==> config.mk <==
export PLATFORM = sky130hd
export DESIGN_NAME = drs_run_ctrl
export DESIGN_NICKNAME = d
export VERILOG_FILES = /design/src/rtl/drs_run_ctrl.sv
export SDC_FILE = /design/constraint.sdc
export NUM_CORES = 1
export LEC_CHECK = 0
export CAP_MARGIN = 20
export CORE_MARGIN = 3
export CORE_UTILIZATION = 49
export CTS_CLUSTER_SIZE = 8
export DETAILED_ROUTE_END_ITERATION = 10
export GPL_TIMING_DRIVEN = 0
export PLACE_DENSITY = 0.76
export SLEW_MARGIN = 25
export SYNTH_ARGS = -nofsm -noshare
export SYNTH_HDL_FRONTEND = slang
export SYNTH_SLANG_ARGS = --single-unit
==> constraint.sdc <==
create_clock -name clock -period 3.15 [get_ports clock]
set_clock_uncertainty 0.15 [all_clocks]
set_input_delay 0.315 -clock clock [delete_from_list [all_inputs] [get_ports clock]]
set_output_delay 0.315 -clock clock [all_outputs]
set_load 0.005 [all_outputs]
==> src/rtl/drs_run_ctrl.sv <==
// Run sequencer ahead of the DRS readout controller: configure/start,
// arm, forward one trigger per readout, holdoff, and hung-readout recovery.
module drs_run_ctrl #(
  parameter int CONFIG_WAIT  = 127,
  parameter int START_WAIT   = 127,
  parameter int HOLDOFF_BITS = 16,
  parameter int CNT_BITS     = 32,
  parameter int BUSY_TIMEOUT = 65535
) (
  input  logic                    clock,
  input  logic                    reset,
  input  logic                    run_i,
  input  logic                    trigger_i,
  input  logic [HOLDOFF_BITS-1:0] holdoff_i,
  input  logic                    drs_busy_i,
  output logic                    drs_configure_o,
  output logic                    drs_start_o,
  output logic                    drs_trigger_o,
  output logic                    drs_reinit_o,
  output logic                    armed_o,
  output logic [2:0]              state_o,
  output logic [CNT_BITS-1:0]     accepted_cnt_o,
  output logic [CNT_BITS-1:0]     rejected_cnt_o,
  output logic                    timeout_o
);

  localparam int CW  = (CONFIG_WAIT < 1) ? 1 : CONFIG_WAIT;
  localparam int SW  = (START_WAIT < 1) ? 1 : START_WAIT;
  localparam int BT  = (BUSY_TIMEOUT < 1) ? 1 : BUSY_TIMEOUT;
  localparam int MW1 = (CW > SW) ? CW : SW;
  localparam int MW  = (MW1 > BT) ? MW1 : BT;
  localparam int TW  = $clog2(MW + 1);

  typedef enum logic [2:0] {
    S_IDLE     = 3'd0,
    S_CONFIG   = 3'd1,
    S_CFG_WAIT = 3'd2,
    S_START    = 3'd3,
    S_STARTUP  = 3'd4,
    S_ARMED    = 3'd5,
    S_READOUT  = 3'd6,
    S_HOLDOFF  = 3'd7
  } state_e;

  state_e                  state_q, state_d;
  logic [TW-1:0]           timer_q, timer_d;
  logic [HOLDOFF_BITS-1:0] hold_q, hold_d;
  logic                    phase_q, phase_d;
  logic                    trig_q;
  logic [CNT_BITS-1:0]     acc_q, acc_d;
  logic [CNT_BITS-1:0]     rej_q, rej_d;
  logic                    tmo_q, tmo_d;
  logic                    cfg_q, start_q, fwd_q, reinit_q, armed_q;
  logic                    fwd_d, reinit_d;
  logic                    trig_edge, ro_done, ro_tmo;

  function automatic logic [CNT_BITS-1:0] sat_inc(
    input logic [CNT_BITS-1:0] v
  );
    return (&v) ? v : v + CNT_BITS'(1);
  endfunction

  assign trig_edge = trigger_i & ~trig_q;
  assign ro_done   = phase_q & ~drs_busy_i;
  assign ro_tmo    = (timer_q == TW'(BT - 1));

  always_comb begin
    state_d  = state_q;
    hold_d   = hold_q;
    phase_d  = phase_q;
    acc_d    = acc_q;
    rej_d    = rej_q;
    tmo_d    = tmo_q;
    fwd_d    = 1'b0;
    reinit_d = 1'b0;
    timer_d  = timer_q + TW'(1);

    if (trig_edge && run_i &&
        state_q != S_ARMED && state_q != S_IDLE)
      rej_d = sat_inc(rej_q);

    if (!run_i && state_q != S_READOUT) begin
      state_d = S_IDLE;
    end else begin
      unique case (state_q)
        S_IDLE: begin
          state_d = S_CONFIG;
          acc_d   = '0;
          rej_d   = '0;
          tmo_d   = 1'b0;
        end
        S_CONFIG: state_d = S_CFG_WAIT;
        S_CFG_WAIT:
          if (timer_q == TW'(CW - 1)) state_d = S_START;
        S_START: state_d = S_STARTUP;
        S_STARTUP:
          if (timer_q == TW'(SW - 1)) state_d = S_ARMED;
        S_ARMED:
          if (trig_edge) begin
            state_d = S_READOUT;
            fwd_d   = 1'b1;
            acc_d   = sat_inc(acc_q);
          end
        S_READOUT: begin
          if (!phase_q && drs_busy_i) phase_d = 1'b1;
          // a completed readout wins over a coincident timeout
          if (ro_done) begin
            state_d = run_i ? S_HOLDOFF : S_IDLE;
            hold_d  = holdoff_i;
          end else if (ro_tmo) begin
            state_d  = run_i ? S_CONFIG : S_IDLE;
            reinit_d = 1'b1;
            tmo_d    = 1'b1;
          end
        end
        S_HOLDOFF: begin
          if (hold_q <= HOLDOFF_BITS'(1)) state_d = S_ARMED;
          else hold_d = hold_q - HOLDOFF_BITS'(1);
        end
        default: state_d = S_IDLE;
      endcase
    end

    if (state_d != state_q) begin
      timer_d = '0;
      phase_d = 1'b0;
    end
  end

  always_ff @(posedge clock or posedge reset) begin
    if (reset) begin
      state_q  <= S_IDLE;
      timer_q  <= '0;
      hold_q   <= '0;
      phase_q  <= 1'b0;
      trig_q   <= 1'b0;
      acc_q    <= '0;
      rej_q    <= '0;
      tmo_q    <= 1'b0;
      cfg_q    <= 1'b0;
      start_q  <= 1'b0;
      fwd_q    <= 1'b0;
      reinit_q <= 1'b0;
      armed_q  <= 1'b0;
    end else begin
      state_q  <= state_d;
      timer_q  <= timer_d;
      hold_q   <= hold_d;
      phase_q  <= phase_d;
      trig_q   <= trigger_i;
      acc_q    <= acc_d;
      rej_q    <= rej_d;
      tmo_q    <= tmo_d;
      cfg_q    <= (state_d == S_CONFIG);
      start_q  <= (state_d == S_START);
      fwd_q    <= fwd_d;
      reinit_q <= reinit_d;
      armed_q  <= (state_d == S_ARMED);
    end
  end

  assign drs_configure_o = cfg_q;
  assign drs_start_o     = start_q;
  assign drs_trigger_o   = fwd_q;
  assign drs_reinit_o    = reinit_q;
  assign armed_o         = armed_q;
  assign state_o         = state_q;
  assign accepted_cnt_o  = acc_q;
  assign rejected_cnt_o  = rej_q;
  assign timeout_o       = tmo_q;

endmodule

==> results by group <==
Placed design
  – HPWL after DPL: 12.8 mm
  – Cells after DPL: approximately 960
  – Post-Place Setup Slack: around 0.14 ns
  – Placed Area: between 7000 and 8000 sq um
  – IO Port Bufs: between 90 and 100
  – GP Congestion: around 0.97

Global routing
  – Met2 usage in global routing: 0.428
  – Met1 Resource Use GR: 0.313
  – Met3 GRT Util: 0.0512
  – Global route overflow: 0
  – Initial antenna violation count: 0
  – Largest net degree at the start of global routing: 32
  – GRT Max-Usage Layer: met2
  – Gr usage total: 0.249
  – First-pass GRT wire length: around 30 mm
  – Vias in the first global route: roughly 6.0k

Routing
  – DRC: 0
  – Initial DRC Count: 573
  – Vias per cell: around 6.4
  – Routed vias: 6234
  – WL per Instance: roughly 18 microns
  – Post-Route WL: 17.6 mm
  – Final ANT Viol Nets: 0
  – Drt pass-1 iters: 5

Floorplanning
  – Die Y: between 100 and 150 microns
  – Num rows: 40
  – Initial Util: 0.508
  – Die area: roughly 14000 sq um
  – Core area: between 10000 and 15000 sq um
  – IO Pins: between 90 and 100
  – Die width: roughly 120 microns

Clock network
  – Clk slew on worst S/H paths: roughly 0.07 ns
  – TritonCTS clock tree: built
  – Postcts setup bufs: 0
  – TritonCTS Sinks: roughly 110
  – Later-pin clock latency in the skew report: ~0.35 ns
  – Hold_buf cts: 0
  – Root Buffer: clkbuf_16
  – CTS buffer count: 9
  – H-tree levels: 3
  – Clock tree buffer depth: 2

Min path
  – Worst Hold Class: in2async

Pwr
  – Sequential share of power: 0.498
  – VDD IR max: roughly 0.00043 V
  – Cell internal pwr: ~0.0021 W
  – Gate power share: 0.126
  – Switch share: 0.269
  – Clock power share: 0.376
  – Total chip power: 0.00293 W
  – Leakage power: roughly 3.0 nW
  – Pwr/cell area: approximately 380 nW/um^2
  – NetSw: slightly below 0.0008 W

STA
  – Crit path time final: about 3.1 ns
  – Final setup fails: 0
  – Tightest Pin Transition: 0.816 ns
  – Setup ws final: between 0.07 and 0.08 ns
  – Fin. max-slew vios: 0
  – Slew HR: 0.450
  – Hold Vio Cnt, Final: 0
  – FMAX: ~0.33 GHz
  – Fin crit share: 0.977
  – RSZ-0062 raised after global routing: yes

Flow run
  – Max-cap viol count: 0

Synthesis
  – Mapped Avg Cell Area: 8.83 sq um
  – Cell area after synthesis: 6180 sq um
  – Synth Flop Type: dfrtp_1
  – Top-area cell type share of the netlist area: 0.433
  – Synth cell types: 64
  – Synth top cells by count: 107 x dfrtp_1, 62 x nand2_1, 61 x a21oi_1, 45 x nor2_1, 38 x o21ai_0
  – Synth Register Bits: 107
  – Gate Count Post-Synth: 700
  – Synthesized net count: between 700 and 800
  – Synth top area cells: dfrtp_1 43%, a21oi_1 4.9%, nand2_1 3.8%
  – EDFF count, synth: 0
  – Register area share after synthesis: 0.433
  – Top-count cell post-synth: dfrtp_1
  – Cell taking the most area after synthesis: dfrtp_1
  – Synth warnings: 0
  – Asr flop ratio synth: 1.00

Finish
  – Area growth syn-to-layout: 24.3%
  – NumNets Final: about 830
  – Post-route insts no fill: between 900 and 1k
  – Fill count: 1083
  – Cell area after layout: ~7700 sq um
  – FF+latch area: around 2700 sq um
  – N_diodes: 0
  – Area of the multi-input gates: between 3000 and 4000 sq um
  – Fraction of layout instances using a drive strength above 1: 0.0506

Critical path
  – Worst EP required: between 3 and 4 ns
  – Critical path peak fanout: 10
  – Critical path class: reg2reg
  – Crit end category: flop
  – Startpoint Class: flop
  – Critical Path AT: 3.14 ns

Run status
  – Status: finished, final reports clean
-- layer usage --
layer,wire [microns],vias up,share of wire
met5,0,-,0
met4,442,0,0.025
met3,1140,45,0.065
met2,8840,282,0.50
met1,7200,3041,0.41
li1,-,2866,-
-- power groups by stage --
stage	registers [W]	logic (W)	clock network, W
5_1_grt	0.00146	0.000406	0.00118
2_1_floorplan	0.00147	0.000222	0
3_5_place_dp	0.00148	0.000359	0
6_report	0.00146	0.000368	0.00110
4_1_cts	0.00146	0.000367	0.00113
3_3_place_gp	0.00148	0.000335	0
-- flip-flops by register name (all words and copies together), names as in the netlist --
register,count
hold_q,16
drs_configure_o,1
state_o,3
drs_start_o,1
accepted_cnt_o,32
drs_reinit_o,1
rejected_cnt_o,32
trig_q,1
phase_q,1
drs_trigger_o,1
timer_q,16
timeout_o,1
armed_o,1
-- final cells by class --
| cell class | instances | share of cell area |
|---|---|---|
| Multi-Input combinational cell | 545 | 0.434 |
| Sequential cell | 107 | 0.348 |
| Timing Repair Buffer | 95 | 0.128 |
| Clock buffer | 12 | 0.0347 |
| Tap cell | 168 | 0.0274 |
| Buffer | 33 | 0.0169 |
| Inverter | 15 | 0.00782 |
| Clock inverter | 4 | 0.00309 |
-- repair_timing --
item,CTS,global route
gates resized for setup,0,2
hold endpoints to repair,0,0
endpoints found under the setup margin,0,13
-- critical path, cell delays in order (launching register included) --
cell     delay, ns
dfrtp_1       0.45
or4_1         0.61
nor4_1        0.29
a31oi_1       0.20
o41ai_2       0.80
buf_2         0.36
nor4_1        0.09
-- final timing paths --
| path | startpoint | slack [ns] | cells after the start | endpoint |
|---|---|---|---|---|
| hold reg to reg | timeout_o$_DFFE_PP0P_ | 0.33 | 1 | timeout_o$_DFFE_PP0P_ |
| setup reg to reg | hold_q[4]$_DFFE_PP0P_ | 0.07 | 6 | timer_q[13]$_DFF_PP0_ |
| setup / recovery | hold_q[4]$_DFFE_PP0P_ | 0.07 | 6 | timer_q[13]$_DFF_PP0_ |
| max in group asynchronous | reset | 1.92 | 4 | hold_q[5]$_DFFE_PP0P_ |
| min in group clock | run_i | 0.32 | 3 | drs_trigger_o$_DFF_PP0_ |
| hold / removal | reset | 0.19 | 2 | accepted_cnt_o[5]$_DFFE_PP0P_ |
-- kinds of logic after synthesis --
group	share of synthesized area
buffers and inverters	0.0302
DFF	0.433
adders and majority gates	0.0121
muxes	0.0146
and+or+nand+nor	0.292
AOI/OAI and AO/OA	0.188
xor gates and xnor gates	0.0298
-- cells in the final DEF, fill, tap and decap left out, drive strengths merged, types with 16 or more instances in the layout --
| master | netlist | layout |
|---|---|---|
| nor4 | 31 | 31 |
| dfrtp | 107 | 107 |
| nor2 | 45 | 45 |
| o21ai | 39 | 39 |
| or4 | 23 | 23 |
| a21oi | 61 | 61 |
| nor3 | 17 | 17 |
| nand2 | 62 | 62 |
| clkbuf | 26 | 38 |
| and3 | 16 | 16 |
| nand4 | 23 | 23 |
| nand3 | 32 | 32 |
| or3 | 33 | 33 |
| clkdlybuf4s50 | 0 | 92 |
| o31ai | 20 | 20 |
-- metrics by stage --
| stage | hold slack, ns | util | TNS [ns] |
|---|---|---|---|
| final | 0.185 | 0.632 | 0 |
| after global routing | 0.215 | 0.632 | -0.0219 |
| after CTS | 0.189 | 0.631 | 0 |
| after detailed placement | 0.316 | 0.607 | 0 |
| after global placement | 0.316 | 0.602 | 0 |
| after floorplan | 0.196 | - | 0 |
Power figures use the tool's default switching activity.
